[config.mk]
export PLATFORM = sky130hd
export DESIGN_NAME = trena_seq_uc
export DESIGN_NICKNAME = d
export VERILOG_FILES = /design/src/rtl/trena_seq_uc.sv
export SDC_FILE = /design/constraint.sdc
export NUM_CORES = 1
export LEC_CHECK = 0
export ABC_CLOCK_PERIOD_IN_PS = 3100
export BUFFER_PORTS_ARGS = -buffer_cell sky130_fd_sc_hd__buf_2
export CAP_MARGIN = 40
export CORE_MARGIN = 4
export CORE_UTILIZATION = 50
export DETAILED_ROUTE_END_ITERATION = 10
export GPL_ROUTABILITY_DRIVEN = 0
export PLACE_DENSITY = 0.69
export SLEW_MARGIN = 15
export SYNTH_ARGS = -nofsm -noshare
export SYNTH_HDL_FRONTEND = slang
export SYNTH_SLANG_ARGS = --single-unit
[constraint.sdc]
create_clock -name clock -period 3.1 [get_ports clock]
set_clock_uncertainty 0.2 [all_clocks]
set_input_delay 0.155 -clock clock [delete_from_list [all_inputs] [get_ports clock]]
set_output_delay 0.155 -clock clock [all_outputs]
set_load 0.005 [all_outputs]
[src/rtl/trena_seq_uc.sv]
// trena_seq_uc -- control unit for the ultrasonic tape-measure datapath.
//
// Triggers a measurement, waits for its result (with an optional timeout),
// then walks the serial transmitter through a frame of N_CHARS characters
// using an index register. In continuous mode it waits INTERVALO cycles and
// starts the next measurement without another request.
//
// Ports:
//   clock, reset       rising-edge clock, asynchronous active-high reset
//   mensurar           start request (level, honoured in INICIAL and ERRO)
//   modo_continuo      1 = repeat frames automatically
//   pronto_medida      measurement finished (honoured in AGUARDA only)
//   pronto_serial      serial TX finished the current character
//   medir              one-cycle measurement trigger
//   partida_serial     one-cycle serial TX start
//   sel_letra          index of the character being sent
//   pronto             one-cycle frame-complete pulse
//   erro               high while in the sensor-timeout state
//   db_estado          state code for debug displays
module trena_seq_uc #(
  parameter int N_CHARS   = 4,
  parameter int SEL_W     = 2,
  parameter int TIMEOUT   = 10000,
  parameter int INTERVALO = 5000,
  parameter int CNT_W     = 24
) (
  input  logic             clock,
  input  logic             reset,
  input  logic             mensurar,
  input  logic             modo_continuo,
  input  logic             pronto_medida,
  input  logic             pronto_serial,
  output logic             medir,
  output logic             partida_serial,
  output logic [SEL_W-1:0] sel_letra,
  output logic             pronto,
  output logic             erro,
  output logic [3:0]       db_estado
);

  // Encodings double as the debug display codes.
  typedef enum logic [3:0] {
    S_INICIAL   = 4'h0,
    S_DISPARA   = 4'h1,
    S_AGUARDA   = 4'h2,
    S_TRANSMITE = 4'h3,
    S_ESPERA    = 4'h4,
    S_INTERVALO = 4'h5,
    S_ERRO      = 4'hE,
    S_FINAL     = 4'hF
  } state_t;

  localparam logic [SEL_W-1:0] IDX_LAST = SEL_W'(N_CHARS - 1);
  // TIMEOUT = 0 wraps TO_LAST, but TO_EN masks the compare in that case.
  localparam logic [CNT_W-1:0] TO_LAST  = CNT_W'(TIMEOUT - 1);
  localparam logic [CNT_W-1:0] IV_LAST  = CNT_W'(INTERVALO - 1);
  localparam bit               TO_EN    = (TIMEOUT != 0);

  state_t           state, next_state;
  logic [SEL_W-1:0] idx;
  logic [CNT_W-1:0] cnt;   // shared by the sensor timeout and the frame interval

  // State register
  always_ff @(posedge clock or posedge reset) begin
    if (reset) state <= S_INICIAL;
    else       state <= next_state;
  end

  // Character index and timeout/interval counter
  always_ff @(posedge clock or posedge reset) begin
    if (reset) begin
      idx <= '0;
      cnt <= '0;
    end else begin
      case (state)
        S_INICIAL, S_FINAL: idx <= '0;
        // On the last character idx holds; FINAL clears it next.
        S_ESPERA: if (pronto_serial && idx != IDX_LAST) idx <= idx + 1'b1;
        default: ;
      endcase
      case (state)
        S_DISPARA, S_FINAL: cnt <= '0;
        S_AGUARDA:          if (!pronto_medida) cnt <= cnt + 1'b1;
        S_INTERVALO:        if (modo_continuo)  cnt <= cnt + 1'b1;
        default: ;
      endcase
    end
  end

  // Next-state logic
  always_comb begin
    next_state = state;
    case (state)
      S_INICIAL:   if (mensurar) next_state = S_DISPARA;
      S_DISPARA:   next_state = S_AGUARDA;
      S_AGUARDA: begin
        // A result arriving on the expiry cycle still wins.
        if (pronto_medida)                 next_state = S_TRANSMITE;
        else if (TO_EN && cnt == TO_LAST)  next_state = S_ERRO;
      end
      S_TRANSMITE: next_state = S_ESPERA;
      S_ESPERA:
        if (pronto_serial) next_state = (idx == IDX_LAST) ? S_FINAL : S_TRANSMITE;
      S_FINAL:     next_state = modo_continuo ? S_INTERVALO : S_INICIAL;
      S_INTERVALO: begin
        if (!modo_continuo)      next_state = S_INICIAL;
        else if (cnt == IV_LAST) next_state = S_DISPARA;
      end
      S_ERRO:      if (mensurar) next_state = S_DISPARA;
      default:     next_state = S_INICIAL;
    endcase
  end

  // Moore outputs
  always_comb begin
    medir          = 1'b0;
    partida_serial = 1'b0;
    pronto         = 1'b0;
    erro           = 1'b0;
    sel_letra      = '0;
    db_estado      = 4'hD;
    case (state)
      S_INICIAL:   db_estado = 4'h0;
      S_DISPARA:   begin db_estado = 4'h1; medir = 1'b1; end
      S_AGUARDA:   db_estado = 4'h2;
      S_TRANSMITE: begin db_estado = 4'h3; partida_serial = 1'b1; sel_letra = idx; end
      S_ESPERA:    begin db_estado = 4'h4; sel_letra = idx; end
      S_INTERVALO: db_estado = 4'h5;
      S_FINAL:     begin db_estado = 4'hF; pronto = 1'b1; end
      S_ERRO:      begin db_estado = 4'hE; erro = 1'b1; end
      default:     db_estado = 4'hD;
    endcase
  end

endmodule

==> flow_metrics.env, run 1 <==
export IMPL_clkSlewWorstSetupHoldPaths_ns=0.06
export IMPL_r2r_end="cnt[23]"
export IMPL_status="finished, final reports clean"
export IMPL_required_ns=3.10
export IMPL_cp_slowest_cell="dfrtp_1"
export IMPL_cts_made_buffers=5
export IMPL_reg2reg_depth=5
export IMPL_finalSetupTns_ns=0
export IMPL_slowest_delay_ns=0.59
export IMPL_initial_core_util_pct=52.6
export IMPL_startpoint_type="register"
export IMPL_power_density_nw_per_um2=684
export IMPL_yosysUniqueCellTypes=47
export IMPL_drc=0
export IMPL_place_inst=293
export IMPL_rsz0062_at_grt="false"
export IMPL_endpoint_kind="register"
export IMPL_htreeDepth=2
export IMPL_antenna_found_initial=0
export IMPL_grt_max_degree=31
export IMPL_syn_nets=246
export IMPL_crit_family="simple AND/OR/NAND/NOR gates"
export IMPL_layout_nets=261
export IMPL_syn_to_final_growth_pct=12.4
export IMPL_avgRoutedWirePerCell_um=14.3
export IMPL_yosys_warnings=0
export IMPL_drive_above_1_share_pct=14.6
export IMPL_leakage_nw=1.00
export IMPL_period_needed_ns=2.58
export IMPL_synth_avg_cell_area_um2=8.21
export IMPL_drtIter0Drc=119
export IMPL_synth_top_area_share_pct=38.4
export IMPL_endpoint="cnt[23]"
export IMPL_ir_worst_vdd_mv=0.495
export IMPL_reg2reg_slack_ns=0.52
export IMPL_worst_r2r_startpoint="state[0]"
export IMPL_min_path_type="input port to register"
export IMPL_grt_pass1_wl_um=7560
export IMPL_worstSkewPairLatency_ns=0.28
export IMPL_rows=22
export IMPL_viasPerCell=5.92
export IMPL_path_class="register to register"
export IMPL_instances_no_fill=302
export IMPL_post_place_ws_ns=0.573
export IMPL_ctsRootBufferMaster="clkbuf_8"
export IMPL_globalRoute_totalOverflow=0
export IMPL_critPathMaxFanout=20
export IMPL_hold_ws_ns=0.108
export IMPL_clkSinkCount=30
export IMPL_maxCapViolations=0
export IMPL_cp_depth=5
export IMPL_dieHeight_um=70.5
export IMPL_drt_wl_total_um=4330
export IMPL_coreArea_um2=3720
export IMPL_io_pins=16
export IMPL_syn_area_um2=1950
export IMPL_antenna_left=0
export IMPL_ys_top_cells_by_area="dfrtp_1 (38%), nor2_1 (5.8%), xor2_1 (4.9%)"
export IMPL_synth_largest_area_cell="dfrtp_1"
export IMPL_grt_usage_pct=18.9
export IMPL_timing_fmax_ghz=0.388
export IMPL_cp_cell_sequence="or3b_4 > a21oi_4 > o211ai_2 > or3_1 > a21oi_1"
export IMPL_ys_seq_area_share_pct=38.4
export IMPL_arrival_ns=2.57
export IMPL_grt_pass1_vias=1623
export IMPL_diodes=0
export IMPL_setup_viol=0
export IMPL_min_period_over_period_pct=83.1
export IMPL_postSynthRegisterBits=30
export IMPL_finalMaxSlewViolations=0
export IMPL_num_vias=1788
export IMPL_clk_path_buf_depth=2
export IMPL_tritoncts="done"
export IMPL_post_cts_setup_buffers=0
export IMPL_portBuffers=15
export IMPL_slew_headroom_pct=52.4
export IMPL_worst_path_buf_inv=0
export IMPL_dp_hpwl_um=3080
export IMPL_syn_instance_count=238
export IMPL_max_slew_worst_pin_slew_ns=0.714
export IMPL_startpoint="state[0]"
export IMPL_drt_first_pass_iters=5
export IMPL_die_w_um=70.5
export IMPL_hold_viol_final=0
export IMPL_fin_ws_ns=0.524
export IMPL_dieArea_um2=4970
-- worst min-delay path by stage --
stage,from,endpoint,slack [ns],depth (start not counted)
final,pronto_serial,state[1],0.11,4
after CTS,pronto_serial,state[1],0.12,4
after floorplan,reset,cnt[0],0.05,1
after detailed placement,reset,cnt[15],0.05,3
after global routing,pronto_serial,state[1],0.13,4
after global placement,reset,cnt[11],0.04,3
-- state kept, by name (all words and copies together), names as in the netlist --
signal / flops
idx: 2
state: 4
cnt: 24
-- logic make-up after synthesis --
logic type                 count (synthesis)  share of synthesized area, %
and+or+nand+nor                          108                          28.7
DFF                                       30                          38.4
buffers and inverters                     21                          4.36
adders and majority gates                  2                          1.28
muxes                                      1                         0.577
xor gates and xnor gates                  11                          4.93
AOI/OAI and AO/OA                         65                          21.7
-- tightest hold or removal path, cell delays in order --
cell and delay (ns):
buf_2 0.10, a21o_1 0.10, a21oi_1 0.05, o22ai_1 0.12
-- stage by stage --
step	util [%]	area (µm²)	power [mW]
2_1_floorplan	-	1950	0.981
3_3_place_gp	55.8	2070	1.13
3_5_place_dp	55.8	2070	1.14
4_1_cts	59.1	2190	1.50
5_1_grt	59.1	2190	1.61
6_report	59.1	2190	1.50
-- synth_stat cells (all sizes together) --
library cell  number
nand4b             1
nor4               3
mux2               1
or4                1
and3               6
nor4b              1
nand3b             1
a31o               1
a22oi              1
nand4bb            1
o221ai             1
o211ai             8
o21ai             20
xor2              11
nand3             12
o21a               2
ha                 2
a21oi             15
nor2b              1
o31ai              2
a31oi              3
nand2b             2
nor3b              1
clkbuf            10
and3b              1
dfrtp             30
o2111ai            4
and2               4
nand2             16
inv                7
or3b               2
nor2              30
a21o               6
or2                2
buf                4
a22o               1
o22ai              1
or3                7
nor3               7
nand4              9
-- report_power, final --
part	switching (mW)	internal, mW	total, mW
registers	0.0870	0.429	0.516
clock network	0.142	0.224	0.366
logic	0.383	0.238	0.621
total	0.612	0.890	1.50
-- placed cells by master (no fill, tap or decap), types with 3 or more instances in the layout --
| cell type | n |
|---|---|
| xor2_1 | 11 |
| nor2_1 | 30 |
| dfrtp_1 | 30 |
| or3_1 | 7 |
| nand2_1 | 16 |
| and2_1 | 4 |
| o21ai_0 | 17 |
| nand4_1 | 9 |
| a21oi_1 | 14 |
| buf_4 | 6 |
| and3_1 | 6 |
| o211ai_1 | 7 |
| inv_1 | 7 |
| o2111ai_1 | 4 |
| nor3_1 | 7 |
| a31oi_1 | 3 |
| nand3_1 | 12 |
| nor4_1 | 3 |
| clkbuf_8 | 8 |
| a21o_1 | 6 |
| buf_2 | 15 |
-- routing by layer --
metal / vias up / GRT usage (%) / wire, µm
met4: 0 / 3.83 / 39
met1: 865 / 27.6 / 2180
met2: 24 / 27.7 / 1970
li1: 895 / - / -
met5: - / 0 / 0
met3: 4 / 6.04 / 132
-- timing repair --
item                                    CTS  global route
gates resized for setup                   0             0
endpoints found under the hold margin    30             0
hold buffers                              1             0
endpoints found under the setup margin    0             0
-- layout make-up --
cell class / instances / area (µm²)
Inverter: 7 / 26.3
Timing Repair Buffer: 22 / 130
Fill cell: 354 / 1520
Sequential cell: 30 / 751
Tap cell: 48 / 60.1
Clock buffer: 8 / 110
Multi-Input combinational cell: 187 / 1120
Power figures use the tool's default switching activity.
==> inputs of run 2 (changes only) <==
--- a/config.mk
+++ b/config.mk
@@ -5,14 +5,15 @@
 export SDC_FILE = /design/constraint.sdc
 export NUM_CORES = 1
 export LEC_CHECK = 0
-export ABC_CLOCK_PERIOD_IN_PS = 3100
+export ABC_AREA = 1
+export ABC_CLOCK_PERIOD_IN_PS = 2600
 export BUFFER_PORTS_ARGS = -buffer_cell sky130_fd_sc_hd__buf_2
 export CAP_MARGIN = 40
 export CORE_MARGIN = 4
 export CORE_UTILIZATION = 50
 export DETAILED_ROUTE_END_ITERATION = 10
 export GPL_ROUTABILITY_DRIVEN = 0
-export PLACE_DENSITY = 0.69
+export PLACE_DENSITY = 0.68
 export SLEW_MARGIN = 15
 export SYNTH_ARGS = -nofsm -noshare
 export SYNTH_HDL_FRONTEND = slang
==> constraint.sdc (replaced) <==
create_clock -name clock -period 2.6 [get_ports clock]
set_clock_uncertainty 0.2 [all_clocks]
set_input_delay 0.13 -clock clock [delete_from_list [all_inputs] [get_ports clock]]
set_output_delay 0.13 -clock clock [all_outputs]
set_load 0.005 [all_outputs]
==> run 2 against run 1 <==
  * Count of clock-buffer cells in the layout stayed put
  * Critical path type unchanged
  * First-iteration DRC count grew 36%
  * Non-clock buffer count fell by 3
  * Sequential share of layout area is 3.5 points lower
  * Register-to-register slack about the same
  * Sequential power up 12%
  * Area after synthesis up 13%
==> flow_metrics.env, run 2 <==
export IMPL_yosys_warnings=0
export IMPL_globalRoute_totalOverflow=0
export IMPL_synth_compound_area_share_pct=8.10
export IMPL_drt_first_pass_iters=4
export IMPL_syn_to_final_growth_pct=10.5
export IMPL_finalSetupTns_ns=0
export IMPL_switching_share_pct=44.6
export IMPL_cp_slowest_cell="dfrtp_1"
export IMPL_reg_top3="cnt: 24 flops, state: 4 flops, idx: 2 flops"
export IMPL_synth_mux_area_fraction_pct=0
export IMPL_num_vias=2227
export IMPL_setup_viol=0
export IMPL_synth_ff_type="dfrtp_1"
export IMPL_path_class="register to register"
export IMPL_drt_wl_total_um=5450
export IMPL_mostFrequentLayoutCells="nand2_1 (121), nor2_1 (51), inv_1 (35)"
export IMPL_min_period_over_period_pct=79.5
export IMPL_status="finished, final reports clean"
export IMPL_synth_xor_area_share_pct=1.19
export IMPL_htreeDepth=2
export IMPL_critPathMaxFanout=7
export IMPL_startpoint_type="register"
export IMPL_synth_top_family_by_area="simple AND/OR/NAND/NOR gates"
export IMPL_final_common_cell="nand2_1"
export IMPL_cpMostUsedCell="nand2_1"
export IMPL_rsz0062_at_grt="false"
export IMPL_post_place_ws_ns=0.550
export IMPL_post_cts_setup_buffers=0
export IMPL_arrival_ns=2.04
export IMPL_antenna_found_initial=0
export IMPL_cts_made_buffers=5
export IMPL_ir_worst_vdd_mv=0.507
export IMPL_hold_buffers=1
export IMPL_layout_nets=377
export IMPL_synth_top_area_share_pct=34.0
export IMPL_place_inst=411
export IMPL_leakage_nw=1.20
export IMPL_yosysMostFrequentCell="nand2_1"
export IMPL_yosys_area_share_adder_pct=1.13
export IMPL_portBuffers=15
export IMPL_ctsRootBufferMaster="clkbuf_8"
export IMPL_avgRoutedWirePerCell_um=13.0
export IMPL_synth_largest_area_cell="dfrtp_1"
export IMPL_regMostFlops="cnt"
export IMPL_cp_cell_sequence="ha_1 > nand2_1 > nor2_2 > inv_2 > nor2_1 > nand3_1 > nand2_1 > nand3_1 > nand2_1 > nand2_1"
export IMPL_clkSlewWorstSetupHoldPaths_ns=0.06
export IMPL_dieArea_um2=5540
export IMPL_drc=0
export IMPL_min_path_type="input port to register"
export IMPL_finalMaxSlewViolations=0
export IMPL_tritoncts="done"
export IMPL_max_slew_worst_pin_slew_ns=0.429
export IMPL_clk_path_buf_depth=2
export IMPL_clkPwrFrac_pct=23.9
export IMPL_seq_power_share_pct=31.9
export IMPL_hold_ws_ns=0.0337
export IMPL_power_switching_mw=0.811
export IMPL_required_ns=2.57
export IMPL_worstSkewPairLatency_ns=0.28
export IMPL_slowest_delay_ns=0.43
export IMPL_power_density_nw_per_um2=746
export IMPL_placed_cell_area_um2=2320
export IMPL_drive_above_1_share_pct=10.3
export IMPL_clkSinkCount=30
export IMPL_grt_usage_pct=21.9
export IMPL_syn_instance_count=349
export IMPL_dp_hpwl_um=4070
export IMPL_diodes=0
export IMPL_postSynthRegisterBits=30
export IMPL_ys_top_cells_by_area="dfrtp_1 (34%), nand2_1 (21%), nor2_1 (8.7%)"
export IMPL_dieHeight_um=74.5
export IMPL_yosysUniqueCellTypes=26
export IMPL_final_area_um2=2440
export IMPL_async_flop_share_pct=100
export IMPL_period_needed_ns=2.07
export IMPL_syn_area_um2=2210
export IMPL_synth_avg_cell_area_um2=6.33
export IMPL_ys_seq_area_share_pct=34.0
export IMPL_timing_fmax_ghz=0.484
export IMPL_hold_viol_final=0
export IMPL_drtIter0Drc=162
export IMPL_grt_max_degree=31
export IMPL_io_pins=16
export IMPL_yosys_area_share_simple_pct=46.7
export IMPL_fin_ws_ns=0.533
export IMPL_power_share_combinational_pct=44.2
export IMPL_maxCapViolations=0
export IMPL_largest_reg_flops=24
export IMPL_die_w_um=74.5
export IMPL_endpoint_kind="register"
export IMPL_syn_nets=357
export IMPL_initial_core_util_pct=53.3
export IMPL_grt_pass1_vias=2104
export IMPL_slew_headroom_pct=71.3
export IMPL_coreArea_um2=4140
export IMPL_antenna_left=0
export IMPL_internal_power_mw=1.01
export IMPL_synth_top_cells_by_count="nand2_1 (121), nor2_1 (51), inv_1 (35)"
export IMPL_cts_resized=0
export IMPL_synth_edf_count=0
export IMPL_rows=23
export IMPL_grt_pass1_wl_um=9470
export IMPL_instances_no_fill=420
export IMPL_viasPerCell=5.30
-- run 2: final cells by class --
| type | count | area, µm² |
|---|---|---|
| Inverter | 39 | 149 |
| Fill cell | 406 | 1700 |
| Multi-Input combinational cell | 274 | 1260 |
| Tap cell | 50 | 62.6 |
| Sequential cell | 30 | 751 |
| Timing Repair Buffer | 19 | 108 |
| Clock buffer | 8 | 110 |
-- run 2: stage by stage --
step	util (%)	total power [mW]
finish	58.9	1.82
global route	58.9	1.96
CTS	58.9	1.83
detailed placement	56.0	1.39
global placement	56.0	1.38
floorplan	-	1.24
-- run 2: path summary, 6_finish.rpt --
path / from / to / slack [ns] / cells after the start
max reg2reg: cnt[0] / state[2] / 0.53 / 10
min in group asynchronous: reset / idx[0] / 0.26 / 4
min reg2reg: cnt[1] / cnt[1] / 0.32 / 2
max: cnt[0] / state[2] / 0.53 / 10
max in group asynchronous: reset / cnt[3] / 1.65 / 4
min: pronto_medida / state[3] / 0.03 / 4
-- run 2: kinds of logic (layout without fill, tap and decap cells) --
logic type	after synthesis	after routing
simple gates	237	237
buf+inv	45	66
xor+xnor	3	3
flops	30	30
fa+ha+maj	2	2
compound gates	32	32
-- run 2: worst max-delay path: cells and delay by family (launching register included) --
kind | cells | cell delay, ns
DFF | 1 | 0.43
adders and majority gates | 1 | 0.31
buffers and inverters | 1 | 0.06
and+or+nand+nor | 8 | 0.96
-- run 2: power groups by stage --
stage	logic (mW)	clock network (mW)	registers, mW
floorplan	0.663	0	0.572
CTS	0.809	0.443	0.579
finish	0.804	0.436	0.580
detailed placement	0.806	0	0.588
global placement	0.793	0	0.586
global route	0.909	0.466	0.588
-- run 2: per-layer routing --
metal / track usage [%] / routed length, µm / up-vias
met5: 0 / 0 / -
met4: 5.53 / 29 / 0
met3: 3.65 / 273 / 4
met2: 33.3 / 2360 / 46
met1: 32.5 / 2780 / 1006
li1: - / - / 1171
==> inputs of run 3 (changes only) <==
--- a/config.mk
+++ b/config.mk
@@ -6,7 +6,7 @@
 export NUM_CORES = 1
 export LEC_CHECK = 0
 export ABC_AREA = 1
-export ABC_CLOCK_PERIOD_IN_PS = 2600
+export ABC_CLOCK_PERIOD_IN_PS = 2000
 export BUFFER_PORTS_ARGS = -buffer_cell sky130_fd_sc_hd__buf_2
 export CAP_MARGIN = 40
 export CORE_MARGIN = 4
==> constraint.sdc (replaced) <==
create_clock -name clock -period 2 [get_ports clock]
set_clock_uncertainty 0.2 [all_clocks]
set_input_delay 0.1 -clock clock [delete_from_list [all_inputs] [get_ports clock]]
set_output_delay 0.1 -clock clock [all_outputs]
set_load 0.005 [all_outputs]
==> run 3 against run 2 <==
  * Count of clock-buffer cells in the layout decreased by 1
  * Worst setup slack got worse by 0.38 ns
  * First-iteration DRC count increased by 27%
  * Power increased by 37%
  * Via count increased by 1.9%
  * Combinational power increased by 53%
  * Largest cell class unchanged
  * Largest power group unchanged
==> flow_metrics.env, run 3 (same netlist as run 2, synthesis figures left out) <==
export IMPL_status="finished, final reports clean"
export IMPL_hold_viol_final=0
export IMPL_maxCapViolations=0
export IMPL_worst_r2r_startpoint="state[0]"
export IMPL_slew_headroom_pct=72.7
export IMPL_clk_path_buf_depth=2
export IMPL_reg_top3="cnt: 24 flops, state: 4 flops, idx: 2 flops"
export IMPL_hold_start="pronto_medida"
export IMPL_portBuffers=15
export IMPL_final_common_cell="nand2_1"
export IMPL_dieArea_um2=5540
export IMPL_hold_ws_ns=0.0134
export IMPL_grt_use_met1_pct=31.7
export IMPL_globalRoute_totalOverflow=0
export IMPL_arrival_ns=1.54
export IMPL_rows=23
export IMPL_antenna_found_initial=0
export IMPL_max_slew_worst_pin_slew_ns=0.410
export IMPL_holdPathStages=4
export IMPL_min_path_type="input port to register"
export IMPL_antenna_left=0
export IMPL_grt_max_degree=31
export IMPL_endpoint_kind="primary output"
export IMPL_layout_nets=385
export IMPL_cts_made_buffers=5
export IMPL_dp_hpwl_um=4100
export IMPL_startpoint_type="register"
export IMPL_grt_pass1_vias=2047
export IMPL_avgRoutedWirePerCell_um=12.7
export IMPL_mostFrequentLayoutCells="nand2_1 (121), nor2_1 (50), inv_1 (35)"
export IMPL_reg2reg_depth=7
export IMPL_required_ns=1.70
export IMPL_grt_pass1_wl_um=9370
export IMPL_num_vias=2269
export IMPL_tritoncts="done"
export IMPL_io_pins=16
export IMPL_dieHeight_um=74.5
export IMPL_drtIter0Drc=205
export IMPL_path_class="register to primary output"
export IMPL_drive_above_1_share_pct=12.2
export IMPL_die_w_um=74.5
export IMPL_ctsRootBufferMaster="clkbuf_8"
export IMPL_r2r_end="state[2]"
export IMPL_drt_first_pass_iters=5
export IMPL_grt_use_met3_pct=4.86
export IMPL_finalMaxSlewViolations=0
export IMPL_finalSetupTns_ns=0
export IMPL_drt_wl_total_um=5450
export IMPL_fin_util_pct=60.4
export IMPL_syn_to_final_growth_pct=13.3
export IMPL_top_usage_layer="met2"
export IMPL_critPathMaxFanout=8
export IMPL_clkSinkCount=30
export IMPL_nFillCells=382
export IMPL_regMostFlops="cnt"
export IMPL_htreeDepth=2
export IMPL_timing_fmax_ghz=0.542
export IMPL_drc=0
export IMPL_worstSkewPairLatency_ns=0.28
export IMPL_grtUsageMet2_pct=33.7
export IMPL_power_density_nw_per_um2=996
export IMPL_min_period_over_period_pct=92.2
export IMPL_coreArea_um2=4140
export IMPL_ir_worst_vdd_mv=0.563
export IMPL_largest_reg_flops=24
export IMPL_worstHoldEndpoint="state[3]"
export IMPL_diodes=0
export IMPL_leakage_nw=1.23
export IMPL_initial_core_util_pct=53.3
export IMPL_setup_viol=0
export IMPL_period_needed_ns=1.84
export IMPL_clkSlewWorstSetupHoldPaths_ns=0.06
export IMPL_viasPerCell=5.30
export IMPL_reg2reg_slack_ns=0.16
export IMPL_grt_usage_pct=21.6
run 3: changes by cell type in the layout (fill, tap and decap cells not counted):
cell / change
clkbuf_1: +1
clkinv_2: +1
nor2_1: -1
buf_4: +7
clkbuf_8: -2
nor2_4: +1
buf_12: +1
run 3: worst max path at each step:
stage               cells past startpoint  startpoint           end  slack, ns
floorplan                              10      cnt[0]      state[2]       0.21
global placement                        8    state[2]       cnt[10]       0.19
detailed placement                      8    state[2]       cnt[23]       0.17
CTS                                     6    state[2]  sel_letra[1]       0.11
global route                            7    state[0]      state[3]     -0.007
finish                                  6    state[3]  sel_letra[1]       0.16
run 3: report_power, final:
part / switching, mW / leakage [nW] / internal (mW) / total [mW]
logic: 0.780 / 0.770 / 0.451 / 1.23
registers: 0.0889 / 0.414 / 0.667 / 0.756
clock network: 0.228 / 0.0482 / 0.277 / 0.506
run 3: critical path: stages (launching register included):
cell	delay, ns
dfrtp_1	0.47
nor2_4	0.24
nand2_1	0.11
nor2_2	0.14
inv_1	0.07
a21oi_1	0.12
buf_2	0.13
run 3: area by class of cell:
cell class / count / area [µm²] / share of cell area, %
multi-input cells: 274 / 1270 / 50.7
well taps: 50 / 62.6 / 2.50
clock inverters: 1 / 5.00 / 0.200
flip-flops and latches: 30 / 751 / 30.0
repair buffers: 27 / 180 / 7.20
inverters: 39 / 149 / 5.95
clock buffers: 7 / 86.3 / 3.45
run 3: timing repair:
action	CTS	global route
endpoints found under the setup margin	0	20
buffers inserted	0	4
hold buffers	1	0
gates resized for setup	0	2
hold endpoints to repair	30	0
run 3: per-layer routing:
layer	wire length, µm	up-vias	share of wire [%]
met2	2380	47	44
met5	0	-	0
met4	25	0	0.46
met3	215	4	3.9
li1	-	1184	-
met1	2830	1034	52
run 3: per-stage QoR:
step                cells  cell area [µm²]  total power, mW  setup WS [ns]
floorplan             349             2210             1.61          0.206
global placement      415             2360             1.88          0.190
detailed placement    415             2360             1.88          0.170
CTS                   424             2460             2.39          0.115
global route          428             2500             2.69       -0.00740
finish                428             2500             2.49          0.155
